<file path="src/rtl/cpu_pkg.sv">
// cpu_pkg
// Shared definitions for the integer datapath: ALU function codes that
// touch the HI/LO pair, the multiplier control-state encoding and the
// default datapath width.
//
// Contents:
//    WIDTH    default operand width (32)
//    F_MULTU  function code that starts an unsigned multiply
//    F_HI     function code for mfhi (reads HI through the result mux)
//    F_LO     function code for mflo (reads LO through the result mux)
//    state_e  multiplier control states IDLE / RUN / DONE

package cpu_pkg;

   localparam int WIDTH = 32;

   localparam logic [5:0] F_MULTU = 6'd25;
   localparam logic [5:0] F_HI    = 6'd16;
   localparam logic [5:0] F_LO    = 6'd18;

   typedef enum logic [1:0] {
      IDLE = 2'd0,
      RUN  = 2'd1,
      DONE = 2'd2
   } state_e;

endpackage

</file>
<file path="src/rtl/mul_step.sv">
// mul_step
// One iteration of a shift-add unsigned multiply. The accumulator holds
// the partial product in its upper W+1 bits and the not-yet-consumed
// multiplier bits in its lower W bits. When the current multiplier bit
// (acc_in[0]) is set, the multiplicand is added into the upper half; the
// whole accumulator is then shifted right by one.
//
// Ports:
//    acc_in   [2W:0]  accumulator before this iteration
//    mcand    [W-1:0] multiplicand
//    acc_out  [2W:0]  accumulator after the conditional add and shift

module mul_step #(
   parameter int W = 32
) (
   input  logic [2*W:0] acc_in,
   input  logic [W-1:0] mcand,
   output logic [2*W:0] acc_out
);

   logic [W:0] upper_sum;
   logic [W:0] upper_next;

   // The add is W+1 bits wide so the carry out of the W-bit add lands in
   // acc[2W]; the following shift moves it into the product's top bit.
   always_comb begin
      upper_sum  = acc_in[2*W:W] + {1'b0, mcand};
      upper_next = acc_in[0] ? upper_sum : acc_in[2*W:W];
      acc_out    = {upper_next, acc_in[W-1:0]} >> 1;
   end

endmodule

</file>
<file path="src/rtl/multu_unit.sv">
// multu_unit
// Sequential unsigned multiplier that owns the HI/LO register pair.
// An accepted multu runs 32 shift-add iterations (one per cycle) while
// holding the pipeline with busy, then commits the 2W-bit product to
// HI/LO and pulses done. HI/LO keep the previous product until then.
//
// Ports:
//    clk     clock, all state updates on the rising edge
//    rst_n   asynchronous active-low reset
//    start   an operation is offered this cycle
//    funct   function code, qualified by start
//    op_a    multiplicand (rs), sampled on acceptance
//    op_b    multiplier (rt), sampled on acceptance
//    flush   synchronous cancel of a pending or in-flight multiply
//    busy    multiply in progress, pipeline must stall
//    done    one-cycle pulse, HI/LO were updated at this edge
//    hi      upper half of the last committed product
//    lo      lower half of the last committed product

module multu_unit #(
   parameter int          WIDTH   = cpu_pkg::WIDTH,
   parameter logic [5:0]  F_MULTU = cpu_pkg::F_MULTU
) (
   input  logic             clk,
   input  logic             rst_n,
   input  logic             start,
   input  logic [5:0]       funct,
   input  logic [WIDTH-1:0] op_a,
   input  logic [WIDTH-1:0] op_b,
   input  logic             flush,
   output logic             busy,
   output logic             done,
   output logic [WIDTH-1:0] hi,
   output logic [WIDTH-1:0] lo
);

   import cpu_pkg::*;

   localparam int CNT_W = $clog2(WIDTH) + 1;
   localparam logic [CNT_W-1:0] LAST_ITER = CNT_W'(WIDTH - 1);

   state_e             state_q, state_d;
   logic [2*WIDTH:0]   acc_q, acc_d;
   logic [WIDTH-1:0]   mcand_q, mcand_d;
   logic [CNT_W-1:0]   cnt_q, cnt_d;
   logic [WIDTH-1:0]   hi_q, hi_d;
   logic [WIDTH-1:0]   lo_q, lo_d;
   logic               done_q, done_d;

   logic [2*WIDTH:0]   acc_step;
   logic               accept;

   mul_step #(
      .W (WIDTH)
   ) u_step (
      .acc_in  (acc_q),
      .mcand   (mcand_q),
      .acc_out (acc_step)
   );

   // A new request is only taken when no multiply is running; a start
   // during RUN is dropped without sampling the operands.
   assign accept = start && (funct == F_MULTU) && !flush && (state_q != RUN);

   // Control FSM, iteration counter and HI/LO commit. Flush beats both a
   // new request and the completing iteration, so a flushed multiply never
   // touches HI/LO.
   always_comb begin
      state_d = state_q;
      acc_d   = acc_q;
      mcand_d = mcand_q;
      cnt_d   = cnt_q;
      hi_d    = hi_q;
      lo_d    = lo_q;
      done_d  = 1'b0;

      case (state_q)
         IDLE, DONE: begin
            state_d = IDLE;
            if (accept) begin
               mcand_d = op_a;
               acc_d   = {{(WIDTH+1){1'b0}}, op_b};
               cnt_d   = '0;
               state_d = RUN;
            end
         end
         RUN: begin
            if (flush) begin
               state_d = IDLE;
            end else begin
               acc_d = acc_step;
               cnt_d = cnt_q + CNT_W'(1);
               if (cnt_q == LAST_ITER) begin
                  hi_d    = acc_step[2*WIDTH-1:WIDTH];
                  lo_d    = acc_step[WIDTH-1:0];
                  done_d  = 1'b1;
                  state_d = DONE;
               end
            end
         end
         default: begin
            state_d = IDLE;
         end
      endcase
   end

   always_ff @(posedge clk or negedge rst_n) begin
      if (!rst_n) begin
         state_q <= IDLE;
         acc_q   <= '0;
         mcand_q <= '0;
         cnt_q   <= '0;
         hi_q    <= '0;
         lo_q    <= '0;
         done_q  <= 1'b0;
      end else begin
         state_q <= state_d;
         acc_q   <= acc_d;
         mcand_q <= mcand_d;
         cnt_q   <= cnt_d;
         hi_q    <= hi_d;
         lo_q    <= lo_d;
         done_q  <= done_d;
      end
   end

   assign busy = (state_q == RUN);
   assign done = done_q;
   assign hi   = hi_q;
   assign lo   = lo_q;

endmodule

</file>
<file path="config.mk">
export PLATFORM = sky130hd
export DESIGN_NAME = multu_unit
export DESIGN_NICKNAME = d
export VERILOG_FILES = /design/src/rtl/cpu_pkg.sv /design/src/rtl/mul_step.sv /design/src/rtl/multu_unit.sv
export SDC_FILE = /design/constraint.sdc
export NUM_CORES = 1
export LEC_CHECK = 0
export BUFFER_PORTS_ARGS = -buffer_cell sky130_fd_sc_hd__buf_2
export CAP_MARGIN = 20
export CORE_UTILIZATION = 30
export DETAILED_ROUTE_END_ITERATION = 6
export SLEW_MARGIN = 20
export SYNTH_ARGS = -nofsm -noshare
export SYNTH_HDL_FRONTEND = slang
export SYNTH_HIERARCHICAL = 1
export SYNTH_SLANG_ARGS = --single-unit
</file>
<file path="constraint.sdc">
create_clock -name clk -period 2.7 [get_ports clk]
set_clock_uncertainty 0.1 [all_clocks]
set_input_delay 0.675 -clock clk [delete_from_list [all_inputs] [get_ports clk]]
set_output_delay 0.675 -clock clk [all_outputs]
set_load 0.02 [all_outputs]
</file>
* After elaboration in Yosys (flattened, before gate mapping) *
Cells that the tools add are included.

storage, ports and cells
  logic and storage cells = 42
  register bits = 170

operators by class
  eq/ne operators = 8
  add/subtract/negate cells = 2
  reduce and logical (&&, ||, !) cells = 10
  bitwise gates (word level) = 1
  mux-type cells = 14

operator list
  kind                   count
  $mux W65               2
  $pmux W65 S2           1
  $add A33 B32 Y33       1
  $mux W33               1
  $eq A6 B5 Y1 const B   2
  $mux W6                2
  $pmux W6 S2            1
  $add A6 B1 Y6 const B  1
  $reduce_and A3 Y1      2
  $mux W1                4
  $mux W2                2
  $ne A2 B2 Y1 const B   2
  $pmux W2 S2            1
  $logic_and A1 B1 Y1    3
  $ne A3 B2 Y1 const B   1
  $eq A2 B1 Y1 const B   1
  $eq A2 B2 Y1 const B   1
  $logic_not A2 Y1       1
  $ne A2 B1 Y1 const B   1
  $reduce_and A2 Y1      1
  $reduce_bool A2 Y1     1
  $reduce_or A2 Y1       1
  $logic_not A1 Y1       1
  $not A1 Y1             1

* Depth between registers and ports, before layout *
Gate-level depths: netlist (run 1).

  depth after elaboration = 6
  mapped depth = 11
  depth with buffers taken out = 11

* Modules after synthesis *
The synthesis (run 1) kept the hierarchy.

modules (own cells, without submodules)
  module      area each (um^2)  sequential area each (um^2)  times used  cells an instance
  multu_unit  6956.7            4254.1                       1           461
  mul_step    2372.3            0.0                          1           322

* Worst setup path before layout (run 1) *
OpenSTA, ideal clock, no wires.

  path kind = register -> register
  from = register acc_q[41]
  to = register hi_q[31] (netlist: hi[31])
  clock period less this slack = 2847 ps
  stages on the path, launching flop included = 11
  data arrival time = 2622 ps
  setup time = 125 ps
  path slack = -147 ps
  cell sequence = dfrtp_1 > ha_1 > nand2_2 > o21a_1 > o31a_1 > o2111ai_2 > a41oi_2 > or4b_1 > a21oi_2 > xor2_1 > mux2_2

on the way
  word-level cells in the longest chain between the ends = 2

RTL lines
  element                 RTL line           text
  from (decl)             multu_unit.sv:43   logic [2*WIDTH:0] acc_q, acc_d;
  from (signal assigned)  multu_unit.sv:110  acc_q <= '0;
  from (signal assigned)  multu_unit.sv:118  acc_q <= acc_d;
  $add A33 B32 Y33        mul_step.sv:27     upper_sum = acc_in[2*W:W] + {1'b0, mcand};
  $mux W33                mul_step.sv:28     upper_next = acc_in[0] ? upper_sum : acc_in[2*W:W];
  via acc_step[63]        multu_unit.sv:50   logic [2*WIDTH:0] acc_step;
  to (signal assigned)    multu_unit.sv:121  hi_q <= hi_d;
  to (decl)               multu_unit.sv:46   logic [WIDTH-1:0] hi_q, hi_d;

The timed path passes the listed nets, and every way through them passes these cells.
A chain may end at the register's enable or synchronous reset.

* Final worst setup path (run 1) *
  from = register mcand_q[8]
  to = register hi_q[31] (netlist: hi[31])

on the way
  word-level cells in the longest chain between the ends = 2

RTL lines
  element                 RTL line           text
  from (decl)             multu_unit.sv:44   logic [WIDTH-1:0] mcand_q, mcand_d;
  from (signal assigned)  multu_unit.sv:119  mcand_q <= mcand_d;
  $add A33 B32 Y33        mul_step.sv:27
  $mux W33                mul_step.sv:28
  via acc_step[63]        multu_unit.sv:50

The timed path passes the listed nets, and every way through them passes these cells.

==> results of run 1 <==
[registers in the layout, summed over array words and instances (netlist names)]
signal / count
acc_q: 65
lo: 32
mcand_q: 32
state_q: 2
cnt_q: 6
hi: 32
done: 1
[per-layer routing]
layer,wire [µm],global-route usage [%]
met5,13,0
met2,10300,22.7
met3,1570,4.97
met4,340,4.98
met1,11100,20.3
[through the flow]
step	setup slack, ns	total power, mW	cell area, µm²	hold WS, ns
finish	-0.199	6.29	11900	0.0502
global route	-0.307	6.58	11900	0.0634
CTS	-0.207	6.36	11600	0.0426
detailed placement	-0.287	3.53	10700	0.387
global placement	-0.246	3.51	10700	0.387
floorplan	-0.0581	3.37	9390	0.279
[layout by cell type (no fill, tap or decap), types with 4 or more instances in the layout]
cell type,synthesis,final
ha_4,0,12
buf_2,14,138
mux2_2,72,61
and3_1,5,5
o21ai_0,83,77
dfrtp_1,170,170
bufinv_16,0,6
o21a_1,5,5
mux2i_1,33,33
o21bai_1,6,6
xnor2_1,17,15
nor3_1,5,4
a21o_1,14,14
clkbuf_16,0,17
ha_1,33,20
xor2_1,10,10
nand2_1,18,15
a21oi_1,38,26
nand4_1,9,9
inv_1,10,10
mux2_4,49,60
buf_4,37,81
nor2b_1,5,4
buf_12,5,7
nor2_1,19,14
a21oi_2,1,10
nand3_1,8,8
buf_6,5,10
o211ai_1,6,6
a22o_1,34,34
[report_power, final]
part | switching, mW | leakage (nW) | internal, mW
clock | 1.04 | 0.312 | 1.73
sequential | 0.139 | 2.33 | 2.71
combinational | 0.349 | 3.14 | 0.321
[area by class of cell]
cell class	instances	area, µm²
Fill cell	2964	18600
Multi-Input combinational cell	523	4950
Sequential cell	170	4250
Timing Repair Buffer	236	1550
Tap cell	396	495
Clock buffer	18	429
Clock inverter	12	223
Inverter	11	43.8
Antenna cell	2	5.00
[synth_stat cells, drive strengths merged, types with 3 or more instances]
library cell,number
xor2,10
a22o,34
o31ai,5
clkbuf,16
inv,11
or2,3
o21a,5
o21ai,83
nor4,5
and3,5
dfrtp,170
nand2,19
a21o,14
mux2,121
or3,3
nor2,19
nand4,9
nand3,9
a21oi,39
buf,63
mux2i,33
xnor2,17
a41oi,3
nor2b,5
ha,33
nor3,6
o211ai,6
nand3b,3
o21bai,6
[worst min path at each step]
stage,startpoint,to,slack [ns],cells past startpoint
6_report,rst_n,lo[5],0.05,1
3_3_place_gp,lo[2],lo[2],0.39,1
4_1_cts,rst_n,lo[7],0.04,1
5_1_grt,rst_n,lo[7],0.06,1
2_1_floorplan,rst_n,acc_q[0],0.28,0
3_5_place_dp,hi[27],hi[27],0.39,1
[cell families (layout without fill, tap and decap cells)]
kind of cell / count (synthesis) / count (layout) / share of synthesized area (%)
buf+inv: 90 / 277 / 6.61
compound gates: 212 / 212 / 14.7
simple gates: 95 / 95 / 5.74
flops: 170 / 170 / 45.6
fa+ha+maj: 34 / 34 / 4.64
other cells: 1 / 3 / 0.0402
xor+xnor: 27 / 27 / 2.53
mux: 154 / 154 / 20.1
[repair_timing]
| item | 4_1_cts | 5_1_grt |
|---|---|---|
| gates resized for setup | 33 | 59 |
| endpoints found under the hold margin | 0 | 0 |
| hold buffers | 0 | 0 |
| setup endpoints to repair | 42 | 43 |
| pin swaps | 19 | 30 |
| setup buffers | 7 | 12 |
==> results.sh, run 1 <==
export IMPL_reg2regPathDepth=10
export IMPL_path_buf_inv=0
export IMPL_dp_cells=1318
export IMPL_final_core_util_pct=39.1
export IMPL_gr_total_overflow=0
export IMPL_rows=64
export IMPL_syn_inst=783
export IMPL_period_minus_slack_ns=2.90
export IMPL_endpoint="hi[31]"
export IMPL_clockBufferDepth=2
export IMPL_grt_start_max_net_pins=78
export IMPL_yosys_area_top_type_share_pct=45.6
export IMPL_required_ns=2.92
export IMPL_path_cells="ha_4 -> nand2_2 -> o21a_1 -> o31a_1 -> o2111ai_4 -> a41oi_2 -> or4b_1 -> a21oi_2 -> xor2_1 -> mux2_4"
export IMPL_worstPathMaxFanout=5
export IMPL_finalMaxSlewViolations=0
export IMPL_clkLatencyLatePin_ns=0.44
export IMPL_crit_cells=10
export IMPL_routedWlPerCell_um=17.1
export IMPL_yosysUniqueCellTypes=63
export IMPL_hold_violations=0
export IMPL_clock_sinks=170
export IMPL_yosysTopAreaCell="dfrtp_1"
export IMPL_vias=6685
export IMPL_ys_seq_area_share_pct=45.6
export IMPL_async_flop_share_pct=100
export IMPL_worst_slack_ns=-0.199
export IMPL_drv_cap=0
export IMPL_cpPeakStageDelay_ns=0.51
export IMPL_timing_final_crit_share_pct=107
export IMPL_portBuffers=139
export IMPL_worst_pin_slew_ns=0.730
export IMPL_regToRegSetupSlack_ns=-0.20
export IMPL_h_tree_depth=4
export IMPL_route_detailed_drc=0
export IMPL_die_height_um=178
export IMPL_setup_tns_final_ns=-1.76
export IMPL_drtIter0Drc=302
export IMPL_violations="setup timing"
export IMPL_dp_hpwl_mm=15.8
export IMPL_ios=140
export IMPL_p_leak_nw=5.78
export IMPL_core_um2=30600
export IMPL_ir_drop_v=0.000468
export IMPL_grt_setup_unrepaired="true"
export IMPL_cp_end_kind="flip-flop"
export IMPL_slew_headroom_pct=50.8
export IMPL_drtPass1Iterations=4
export IMPL_grt_use_total_pct=15.1
export IMPL_critPathLaunch="mcand_q[8]"
export IMPL_wl_mm=23.3
export IMPL_die_w_um=178
export IMPL_timing_rr_end="hi[31]"
export IMPL_setup_viol=26
export IMPL_powerDensity_nw_per_um2=526
export IMPL_cts_buffers=17
export IMPL_syn_avg_cell_area_um2=11.9
export IMPL_cts_clk_slew_worst_paths_ns=0.06
export IMPL_fin_cells=1368
export IMPL_syn_nets=891
export IMPL_gp_congestion=0.853
export IMPL_status="finished with violations"
export IMPL_ant_nets=0
export IMPL_cts_tree="built"
export IMPL_critPathTopFamily="compound AO/OA/AOI/OAI gates"
export IMPL_antenna_found_initial=3
export IMPL_cp_slowest_cell="or4b_1"
export IMPL_ys_ff_latch=170
export IMPL_grt_pass1_wl_mm=36.9
export IMPL_start_util_pct=30.5
export IMPL_synth_edf_count=0
export IMPL_clock_fmax_mhz=345
export IMPL_area_growth_pct=28.1
export IMPL_first_global_vias=6779
export IMPL_hold_path_class="in2async"
export IMPL_cp_start_kind="flip-flop"
export IMPL_vias_per_cell=4.89
export IMPL_r2r_start="mcand_q[8]"
export IMPL_path_class="reg2reg"
export IMPL_final_nets=1067
export IMPL_synth_area_leaders="dfrtp_1 (46%), mux2_2 (8.7%), mux2_4 (7.9%)"
export IMPL_ys_warn_count=6
export IMPL_root_buffer="clkbuf_16"
export IMPL_drive_gt1_share_pct=47.0
export IMPL_worstPathArrival_ns=3.12
export IMPL_netlist_area_um2=9330
export IMPL_dieArea_um2=31800
export IMPL_synth_main_ff_cell="dfrtp_1"
No activity file was read; power rests on OpenSTA's default activity.
==> inputs of run 2 (changes only) <==
==> constraint.sdc (replaced) <==
create_clock -name clk -period 2.45 [get_ports clk]
set_clock_uncertainty 0.1 [all_clocks]
set_input_delay 0.6125 -clock clk [delete_from_list [all_inputs] [get_ports clk]]
set_output_delay 0.6125 -clock clk [all_outputs]
set_load 0.02 [all_outputs]
==> results.sh, run 2 (synthesis results as in run 1) <==
export IMPL_die_height_um=178
export IMPL_setup_tns_final_ns=-15.26
export IMPL_area_growth_pct=32.5
export IMPL_setup_viol=51
export IMPL_final_common_cell="dfrtp_1"
export IMPL_slew_headroom_pct=62.8
export IMPL_clock_sinks=170
export IMPL_comb_power_share_pct=12.3
export IMPL_antenna_found_initial=2
export IMPL_root_buffer="clkbuf_16"
export IMPL_cp_start_kind="flip-flop"
export IMPL_critPathTopFamily="compound AO/OA/AOI/OAI gates"
export IMPL_cts_buffers=17
export IMPL_seqPwrFrac_pct=48.7
export IMPL_cpPeakStageDelay_ns=0.52
export IMPL_gp_congestion=0.835
export IMPL_vias_per_cell=4.82
export IMPL_p_clk_share_pct=39.0
export IMPL_drv_cap=0
export IMPL_cts_tree="built"
export IMPL_hold_violations=0
export IMPL_die_w_um=178
export IMPL_dp_hpwl_mm=16.5
export IMPL_path_cells="ha_4 -> nand2_2 -> o21a_1 -> o31a_1 -> o2111ai_2 -> a41oi_2 -> or4b_4 -> a21oi_4 -> xor2_2 -> mux2_4"
export IMPL_p_switching_mw=1.72
export IMPL_dieArea_um2=31800
export IMPL_route_detailed_drc=0
export IMPL_core_um2=30600
export IMPL_grt_setup_unrepaired="true"
export IMPL_ios=140
export IMPL_first_global_vias=7301
export IMPL_largest_register_ffs=65
export IMPL_ant_nets=0
export IMPL_cts_clk_slew_worst_paths_ns=0.07
export IMPL_timing_final_crit_share_pct=122
export IMPL_powerDensity_nw_per_um2=522
export IMPL_worst_pin_slew_ns=0.558
export IMPL_grt_pass1_wl_mm=38.4
export IMPL_vias=6845
export IMPL_worstPathMaxFanout=3
export IMPL_finalMaxSlewViolations=0
export IMPL_multi_input_area_um2=5040
export IMPL_period_minus_slack_ns=2.98
export IMPL_h_tree_depth=4
export IMPL_violations="setup timing"
export IMPL_final_core_util_pct=40.4
export IMPL_cp_end_kind="flip-flop"
export IMPL_ir_drop_v=0.000496
export IMPL_required_ns=2.68
export IMPL_start_util_pct=30.5
export IMPL_status="finished with violations"
export IMPL_drtPass1Iterations=4
export IMPL_regArea_um2=4250
export IMPL_hold_path_class="in2reg"
export IMPL_final_cell_mix="dfrtp_1 (170), buf_2 (138), buf_4 (118)"
export IMPL_worst_slack_ns=-0.528
export IMPL_dp_slack_ns=-0.552
export IMPL_p_int_mw=4.72
export IMPL_path_class="reg2reg"
export IMPL_rows=64
export IMPL_cp_slowest_cell="or4b_4"
export IMPL_final_nets=1117
export IMPL_worstPathArrival_ns=3.21
export IMPL_grt_use_total_pct=15.7
export IMPL_clockBufferDepth=2
export IMPL_portBuffers=139
export IMPL_clkLatencyLatePin_ns=0.44
export IMPL_largest_register="acc_q"
export IMPL_drtIter0Drc=265
export IMPL_drive_gt1_share_pct=50.2
export IMPL_routedWlPerCell_um=17.0
export IMPL_grt_start_max_net_pins=58
export IMPL_sw_frac_of_total_pct=26.7
export IMPL_p_leak_nw=6.05
export IMPL_n_fill_cell=2949
export IMPL_path_buf_inv=0
export IMPL_wl_mm=24.2
export IMPL_gr_total_overflow=0
export IMPL_clock_fmax_mhz=336
[run 2: cell types whose count changed in the layout (fill, tap and decap cells not counted), moves of 3 or more]
cell,delta
clkinv_2,+3
mux2_2,-7
buf_4,+37
bufinv_16,-6
mux2_4,+7
buf_6,+10
[run 2: area by class of cell]
type / count / share of cell area, %
sequential: 170 / 34.4
tap: 396 / 4.01
clock buffer: 21 / 3.72
antenna: 1 / 0.0202
timing repair buffer: 286 / 16.1
clock inverter: 11 / 0.597
multi-input combinational: 523 / 40.8
inverter: 11 / 0.354
[run 2: metrics by stage]
stage	hold slack (ns)	power, mW	area (µm²)	std cells
floorplan	0.217	3.72	9490	783
global placement	0.387	3.90	11000	1349
detailed placement	0.391	3.92	11000	1349
CTS	0.271	6.52	12100	1406
global route	0.276	6.75	12400	1418
finish	0.297	6.45	12400	1419
[run 2: worst register-to-register path: cells and delay by family (launching register included)]
kind / cells / cell delay, ns
flops: 1 / 0.41
xor+xnor: 1 / 0.09
mux: 1 / 0.26
fa+ha+maj: 1 / 0.31
simple gates: 2 / 0.58
compound gates: 5 / 1.12
[run 2: what timing repair did]
action | in CTS | in global routing
endpoints found under the setup margin | 51 | 56
resized for setup | 81 | 26
setup buffers | 24 | 15
endpoints found under the hold margin | 40 | 0
hold buffers | 1 | 0
pin swaps | 31 | 18
[run 2: power by group through the flow]
stage / combinational, mW / sequential (mW) / clock (mW)
final: 0.792 / 3.14 / 2.51
after global routing: 0.885 / 3.17 / 2.70
after CTS: 0.784 / 3.14 / 2.60
after detailed placement: 0.731 / 3.19 / 0
after global placement: 0.715 / 3.19 / 0
after floorplan: 0.596 / 3.13 / 0
[run 2: worst paths after layout]
kind	from	to	slack, ns	cells past startpoint
setup / recovery	mcand_q[8]	hi[31]	-0.53	10
hold / removal	op_a[24]	mcand_q[24]	0.30	2
setup reg to reg	mcand_q[8]	hi[31]	-0.53	10
hold reg to reg	lo[5]	lo[5]	0.41	1
max in group asynchronous	rst_n	hi[17]	1.02	3
min in group asynchronous	rst_n	lo[17]	0.55	2
[run 2: layer usage]
layer / vias up / part of all wire [%] / global-route usage [%]
met5: - / 0.070 / 0
met4: 2 / 1.7 / 5.33
met3: 28 / 4.8 / 4.35
met2: 129 / 47 / 25.5
met1: 3392 / 46 / 20.0
li1: 3294 / - / -
